## src/rtl/service_counter_bank_if.sv

```systemverilog
// Dispatcher/consumer-facing bundle of the service counter bank: load strobes,
// per-counter status and the completion report handshake.
interface service_counter_bank_if #(
  parameter int DT_SZ = 4,
  parameter int CNTER = 3,
  parameter int SC_W  = 8
);
  logic [CNTER-1:0]       ld;
  logic [DT_SZ-1:0]       dn;
  logic [DT_SZ-1:0]       dt;
  logic [CNTER-1:0]       busy;
  logic [CNTER*DT_SZ-1:0] cur_n;
  logic [CNTER*DT_SZ-1:0] rem_t;
  logic                   done_v;
  logic                   done_rdy;
  logic [1:0]             done_id;
  logic [DT_SZ-1:0]       done_n;
  logic [SC_W-1:0]        served;
  logic                   ld_err;

  modport master (
    output ld, dn, dt, done_rdy,
    input  busy, cur_n, rem_t, done_v, done_id, done_n, served, ld_err
  );

  modport slave (
    input  ld, dn, dt, done_rdy,
    output busy, cur_n, rem_t, done_v, done_id, done_n, served, ld_err
  );
endinterface

```

## src/rtl/service_counter_bank.sv

```systemverilog
// Bank of service counters: each loads a customer, counts its service time down
// in prescaled units, then holds a completion report until it is accepted.
module service_counter_bank #(
  parameter int DT_SZ    = 4,
  parameter int CNTER    = 3,
  parameter int TICK_DIV = 4,
  parameter int SC_W     = 8
) (
  input  logic                 clk,
  input  logic                 rst,
  service_counter_bank_if.slave bus
);
  typedef enum logic [1:0] {IDLE = 2'd0, SERVE = 2'd1, REPORT = 2'd2} state_e;

  localparam int            PW   = (TICK_DIV > 1) ? $clog2(TICK_DIV) : 1;
  localparam logic [PW-1:0] PMAX = PW'(TICK_DIV - 1);

  state_e           st_q  [CNTER];
  state_e           st_d  [CNTER];
  logic [DT_SZ-1:0] cur_q [CNTER];
  logic [DT_SZ-1:0] cur_d [CNTER];
  logic [DT_SZ-1:0] rem_q [CNTER];
  logic [DT_SZ-1:0] rem_d [CNTER];
  logic [PW-1:0]    presc_q, presc_d;
  logic [SC_W-1:0]  served_q, served_d;
  logic             err_q, err_d;

  logic             tick;
  logic             accept;
  logic             dv;
  logic [1:0]       did;
  logic [DT_SZ-1:0] dnum;
  logic [CNTER-1:0] in_use;
  logic [CNTER-1:0] ld_sel;
  logic             ld_multi;

  always_comb begin
    tick    = (presc_q == PMAX);
    presc_d = tick ? '0 : presc_q + PW'(1);
  end

  // Fixed-priority report selection: the lowest index in REPORT wins.
  always_comb begin
    dv   = 1'b0;
    did  = '0;
    dnum = '0;
    for (int i = CNTER - 1; i >= 0; i--) begin
      if (st_q[i] == REPORT) begin
        dv   = 1'b1;
        did  = 2'(i);
        dnum = cur_q[i];
      end
    end
    accept = dv & bus.done_rdy;
  end

  always_comb begin
    for (int i = 0; i < CNTER; i++) in_use[i] = (st_q[i] != IDLE);
    ld_sel   = bus.ld & (~bus.ld + CNTER'(1));
    ld_multi = |(bus.ld & (bus.ld - CNTER'(1)));
    err_d    = err_q | ld_multi | (|(bus.ld & in_use));
    served_d = accept ? served_q + SC_W'(1) : served_q;
  end

  always_comb begin
    for (int i = 0; i < CNTER; i++) begin
      st_d[i]  = st_q[i];
      cur_d[i] = cur_q[i];
      rem_d[i] = rem_q[i];
      case (st_q[i])
        IDLE: begin
          if (ld_sel[i]) begin
            st_d[i]  = SERVE;
            cur_d[i] = bus.dn;
            rem_d[i] = (bus.dt == '0) ? DT_SZ'(1) : bus.dt;
          end
        end
        SERVE: begin
          if (tick) begin
            if (rem_q[i] == DT_SZ'(1)) begin
              rem_d[i] = '0;
              st_d[i]  = REPORT;
            end else begin
              rem_d[i] = rem_q[i] - DT_SZ'(1);
            end
          end
        end
        REPORT: begin
          if (accept && did == 2'(i)) st_d[i] = IDLE;
        end
        default: st_d[i] = IDLE;
      endcase
    end
  end

  always_ff @(posedge clk) begin
    if (rst) begin
      presc_q  <= '0;
      served_q <= '0;
      err_q    <= 1'b0;
      for (int i = 0; i < CNTER; i++) begin
        st_q[i]  <= IDLE;
        cur_q[i] <= '0;
        rem_q[i] <= '0;
      end
    end else begin
      presc_q  <= presc_d;
      served_q <= served_d;
      err_q    <= err_d;
      for (int i = 0; i < CNTER; i++) begin
        st_q[i]  <= st_d[i];
        cur_q[i] <= cur_d[i];
        rem_q[i] <= rem_d[i];
      end
    end
  end

  // The ld term blocks a second load to a counter at the edge its first is sampled.
  assign bus.busy    = in_use | bus.ld;
  assign bus.done_v  = dv;
  assign bus.done_id = did;
  assign bus.done_n  = dnum;
  assign bus.served  = served_q;
  assign bus.ld_err  = err_q;

  for (genvar g = 0; g < CNTER; g++) begin : g_out
    assign bus.cur_n[g*DT_SZ +: DT_SZ] = cur_q[g];
    assign bus.rem_t[g*DT_SZ +: DT_SZ] = rem_q[g];
  end
endmodule

```

## src/flat_wrapper.sv

```systemverilog
// flat-port wrapper written by rule: the top's interface ports become plain ports
module service_counter_bank_flat 
#(
  parameter int DT_SZ    = 4,
  parameter int CNTER    = 3,
  parameter int TICK_DIV = 4,
  parameter int SC_W     = 8
)
  (clk, rst, bus_ld, bus_dn, bus_dt, bus_done_rdy, bus_busy, bus_cur_n, bus_rem_t, bus_done_v, bus_done_id, bus_done_n, bus_served, bus_ld_err);
  service_counter_bank_if #(.DT_SZ(DT_SZ), .CNTER(CNTER), .SC_W(SC_W)) bus_i ();
  input  logic clk;
  input  logic rst;
  input wire logic [$bits(bus_i.ld)-1:0] bus_ld;
  input wire logic [$bits(bus_i.dn)-1:0] bus_dn;
  input wire logic [$bits(bus_i.dt)-1:0] bus_dt;
  input wire logic [$bits(bus_i.done_rdy)-1:0] bus_done_rdy;
  output wire logic [$bits(bus_i.busy)-1:0] bus_busy;
  output wire logic [$bits(bus_i.cur_n)-1:0] bus_cur_n;
  output wire logic [$bits(bus_i.rem_t)-1:0] bus_rem_t;
  output wire logic [$bits(bus_i.done_v)-1:0] bus_done_v;
  output wire logic [$bits(bus_i.done_id)-1:0] bus_done_id;
  output wire logic [$bits(bus_i.done_n)-1:0] bus_done_n;
  output wire logic [$bits(bus_i.served)-1:0] bus_served;
  output wire logic [$bits(bus_i.ld_err)-1:0] bus_ld_err;
  assign bus_i.ld = bus_ld;
  assign bus_i.dn = bus_dn;
  assign bus_i.dt = bus_dt;
  assign bus_i.done_rdy = bus_done_rdy;
  assign bus_busy = bus_i.busy;
  assign bus_cur_n = bus_i.cur_n;
  assign bus_rem_t = bus_i.rem_t;
  assign bus_done_v = bus_i.done_v;
  assign bus_done_id = bus_i.done_id;
  assign bus_done_n = bus_i.done_n;
  assign bus_served = bus_i.served;
  assign bus_ld_err = bus_i.ld_err;
  service_counter_bank #(.DT_SZ(DT_SZ), .CNTER(CNTER), .TICK_DIV(TICK_DIV), .SC_W(SC_W)) u_core (.clk(clk), .rst(rst), .bus(bus_i));
endmodule
```

## config.mk

```make
export PLATFORM = sky130hd
export DESIGN_NAME = service_counter_bank_flat
export DESIGN_NICKNAME = d
export VERILOG_FILES = /design/src/rtl/service_counter_bank_if.sv /design/src/rtl/service_counter_bank.sv /design/src/flat_wrapper.sv
export SDC_FILE = /design/constraint.sdc
export NUM_CORES = 1
export LEC_CHECK = 0
export CAP_MARGIN = 40
export CORE_ASPECT_RATIO = 1.75
export CORE_MARGIN = 2
export CORE_UTILIZATION = 52
export DETAILED_ROUTE_END_ITERATION = 16
export PLACE_DENSITY = 0.93
export SLEW_MARGIN = 20
export SYNTH_ARGS = -nofsm -noshare
export SYNTH_HDL_FRONTEND = slang
export SYNTH_SLANG_ARGS = --single-unit
```

## constraint.sdc

```tcl
create_clock -name clk -period 2.7 [get_ports clk]
set_clock_uncertainty 0.2 [all_clocks]
set_input_delay 0.27 -clock clk [delete_from_list [all_inputs] [get_ports clk]]
set_output_delay 0.27 -clock clk [all_outputs]
set_load 0.1 [all_outputs]
```

==> impl_metrics.ini <==
[global_route]
grt-ovfl-total = 0
grt_start_max_net_pins = 21
grt_pass1_vias = 2054
grt_first_pass_wirelength_mm = 9.356
track_usage_pct = 25.55
antenna_found_initial = 0

[logic_synthesis]
yosys_warnings = 0
synth_top_family_by_area = simple AND/OR/NAND/NOR gates
synth_seq_cells = 41
syn_avg_cell_area_um2 = 8.568
yosysUniqueCellTypes = 53
synthTopCellsByArea = dfxtp_1 37%, mux2i_1 5.5%, nor2_1 5.1%
synth_top_area_share_pct = 37.42
synth_mux_area_share_pct = 6.503
synth_xor_xnor_area_share_pct = 0.7986
synth_area_mm2 = 0.002193
syn_inst = 256
async_flop_share_pct = 0
syn_nets = 278
synth_compound_area_share_pct = 20.02
synthFlopType = dfxtp_1
synth_edf_count = 0
synthAdderAreaFrac_pct = 4.564
yosys.area_share.simple_pct = 24.87
synth_largest_area_cell = dfxtp_1
seq_area_frac_synth_pct = 37.42
yosys-top-cells-count = 41 x dfxtp_1, 30 x nor2_1, 17 x inv_1, 16 x a21oi_1, 14 x o21ai_0
synth.most_common_cell = dfxtp_1

[die]
fp.dieArea_mm2 = 0.004774
die_w_um = 53.10
fp-row-count = 31
die_y_um = 89.92
core-area_mm2 = 0.004111
boundaryPins = 57
initial_core_util_pct = 53.35

[detailed_routing]
drt-total-wl_mm = 5.558
vias_per_cell = 5.890
antenna_left = 0
dr.max_layer_used = met4
drt-pass1-iter-count = 4
num_vias = 2132
wl_met3_um = 389
drt-wirelength-per-cell_um = 15.35
wl_met2_mm = 2.889
drc = 0
wl_met1_mm = 2.066
first_iter_violations = 79

[cts]
cts.sinks = 41
clock-root-buffer = clkbuf_8
insertion_delay_ns = 0.30
h-tree-depth = 2
cts_hold_buf = 0
clockBufferDepth = 2
cts_resized = 0
cts_setup_buffers = 0
cts.clk_slew.worst_paths_ns = 0.07
numCtsBuffers = 5
cts_tree = built

[timing]
period_needed_ns = 2.426
setup_tns_ns = 0
fmax_mhz = 412.3
tightest_slew_ns = 0.6279
fin_crit_sh_pct = 89.84
whs_ns = 0.2391
setup_viol = 0
hold_viol_final = 0
rsz0062_at_grt = no
slew_viol_final = 0
relSlewSlack_pct = 57.48
setup_ws_ns = 0.2743

[setup_path]
r2r_cells = 4
timing.rr.end = u_core.rem_q[0][4]
required_ns = 2.23
start_kind = flip-flop
cp.arrival_ns = 1.96
rr_startpoint = u_core.st_q[0][2]
crit_path_end_kind = output pin
r2r_slack_ns = 0.51
critPathKind = flip-flop to output pin
cp_max_fo = 11
worstSetupStartpoint = u_core.st_q[0][2]

[hold_path]
worst_hold_startpoint = u_core.presc_q[0]
min_path_type = flip-flop to flip-flop
holdPathEnd = u_core.presc_q[0]
hold-path-cell-count = 1

[run]
drv_cap = 0

[power_and_ir_drop]
p_total_mw = 1.545
p_per_area_mw_per_mm2 = 537.1
power.leakage_nw = 1.239
ir_worst_vdd_mv = 0.4614

[final_layout]
drive_above_1_share_pct = 24.28
fillerInstances = 331
nNetsFinal = 334
area_delta_synth_final_pct = 31.15
diodes = 0
final_area_mm2 = 0.002877

[place]
dp_hpwl_mm = 4.013
port_buffers = 56
dpl_cell_area_mm2 = 0.002775
globalplace.congestion = 0.8326
dp_worst_setup_slack_ns = 0.4083

[outcome]
outcome = complete, no violations
## per-layer routing
layer  up-vias  global-route usage, %
li1       1030                      -
met1       988                  29.78
met2        91                  41.67
met3        23                  5.150
met4         0                  14.53
met5         -                      0
## state kept, by name, indices dropped and copies added (netlist names)
register	count
u_core.bus.ld_err	1
u_core.presc_q	2
u_core.rem_q	12
u_core.st_q	6
u_core.cur_q	12
u_core.bus.served	8
## worst max-delay path by stage
| stage | endpoint | slack (ns) |
|---|---|---|
| floorplan | bus_done_n[0] | 0.01 |
| global placement | u_core.rem_q[0][8] | 0.49 |
| detailed placement | u_core.rem_q[0][8] | 0.41 |
| CTS | bus_done_n[1] | 0.29 |
| global route | bus_done_n[1] | 0.17 |
| finish | bus_done_n[1] | 0.27 |
## per-stage QoR
| stage | cells | util [%] |
|---|---|---|
| 2_1_floorplan | 256 | - |
| 3_3_place_gp | 354 | 67.50 |
| 3_5_place_dp | 354 | 67.50 |
| 4_1_cts | 362 | 69.96 |
| 5_1_grt | 362 | 69.96 |
| 6_report | 362 | 69.96 |
## worst max-delay path, cell delays in order, from the launching register on
cell and delay [ns]:
dfxtp_1 0.57, and2b_2 0.31, nor3_4 0.34, a222oi_1 0.17, inv_2 0.09, buf_12 0.17
## cell families after synthesis
group / count (synthesis)
flops: 41
simple gates: 100
xor+xnor: 2
compound gates: 62
mux: 14
fa+ha+maj: 8
buf+inv: 29
## area by class of cell
type | count | area [µm²] | area share [%]
clock buffers | 7 | 96.34 | 3.349
clock inverters | 1 | 5.005 | 0.1740
inverters | 17 | 63.81 | 2.218
multi-input cells | 186 | 1264 | 43.93
flip-flops and latches | 41 | 820.8 | 28.53
well taps | 49 | 61.31 | 2.131
repair buffers | 61 | 565.5 | 19.66
## placed cells by master, fill, tap and decap left out, types with 2 or more instances in the layout
cell	synthesis	layout
a21oi_1	16	16
a222oi_1	4	4
nand3_1	6	6
inv_1	17	13
nor2b_1	9	9
mux2_2	2	2
nand2_1	12	12
clkdlybuf4s50_1	0	13
nand2b_1	11	11
a31oi_1	3	3
ha_1	8	8
a32oi_1	3	3
or2_2	2	2
o21ai_0	14	14
nand4_1	2	2
o31ai_1	2	2
nand4b_1	2	2
nor3_1	7	6
or3_1	7	7
buf_4	0	42
and2_1	2	2
a211oi_1	2	2
dfxtp_1	41	41
nor2_1	30	29
buf_12	0	6
clkbuf_8	0	7
a21o_2	2	2
a32o_1	3	3
inv_2	0	4
mux2i_1	12	12
o211a_1	2	2
## report_power, final
part	internal (mW)	total [mW]	switching, mW
combinational	0.124	0.434	0.309
clock	0.231	0.440	0.209
sequential	0.635	0.671	0.0357
total	0.991	1.55	0.554
Note: power is estimated with default switching activity, not from simulation.
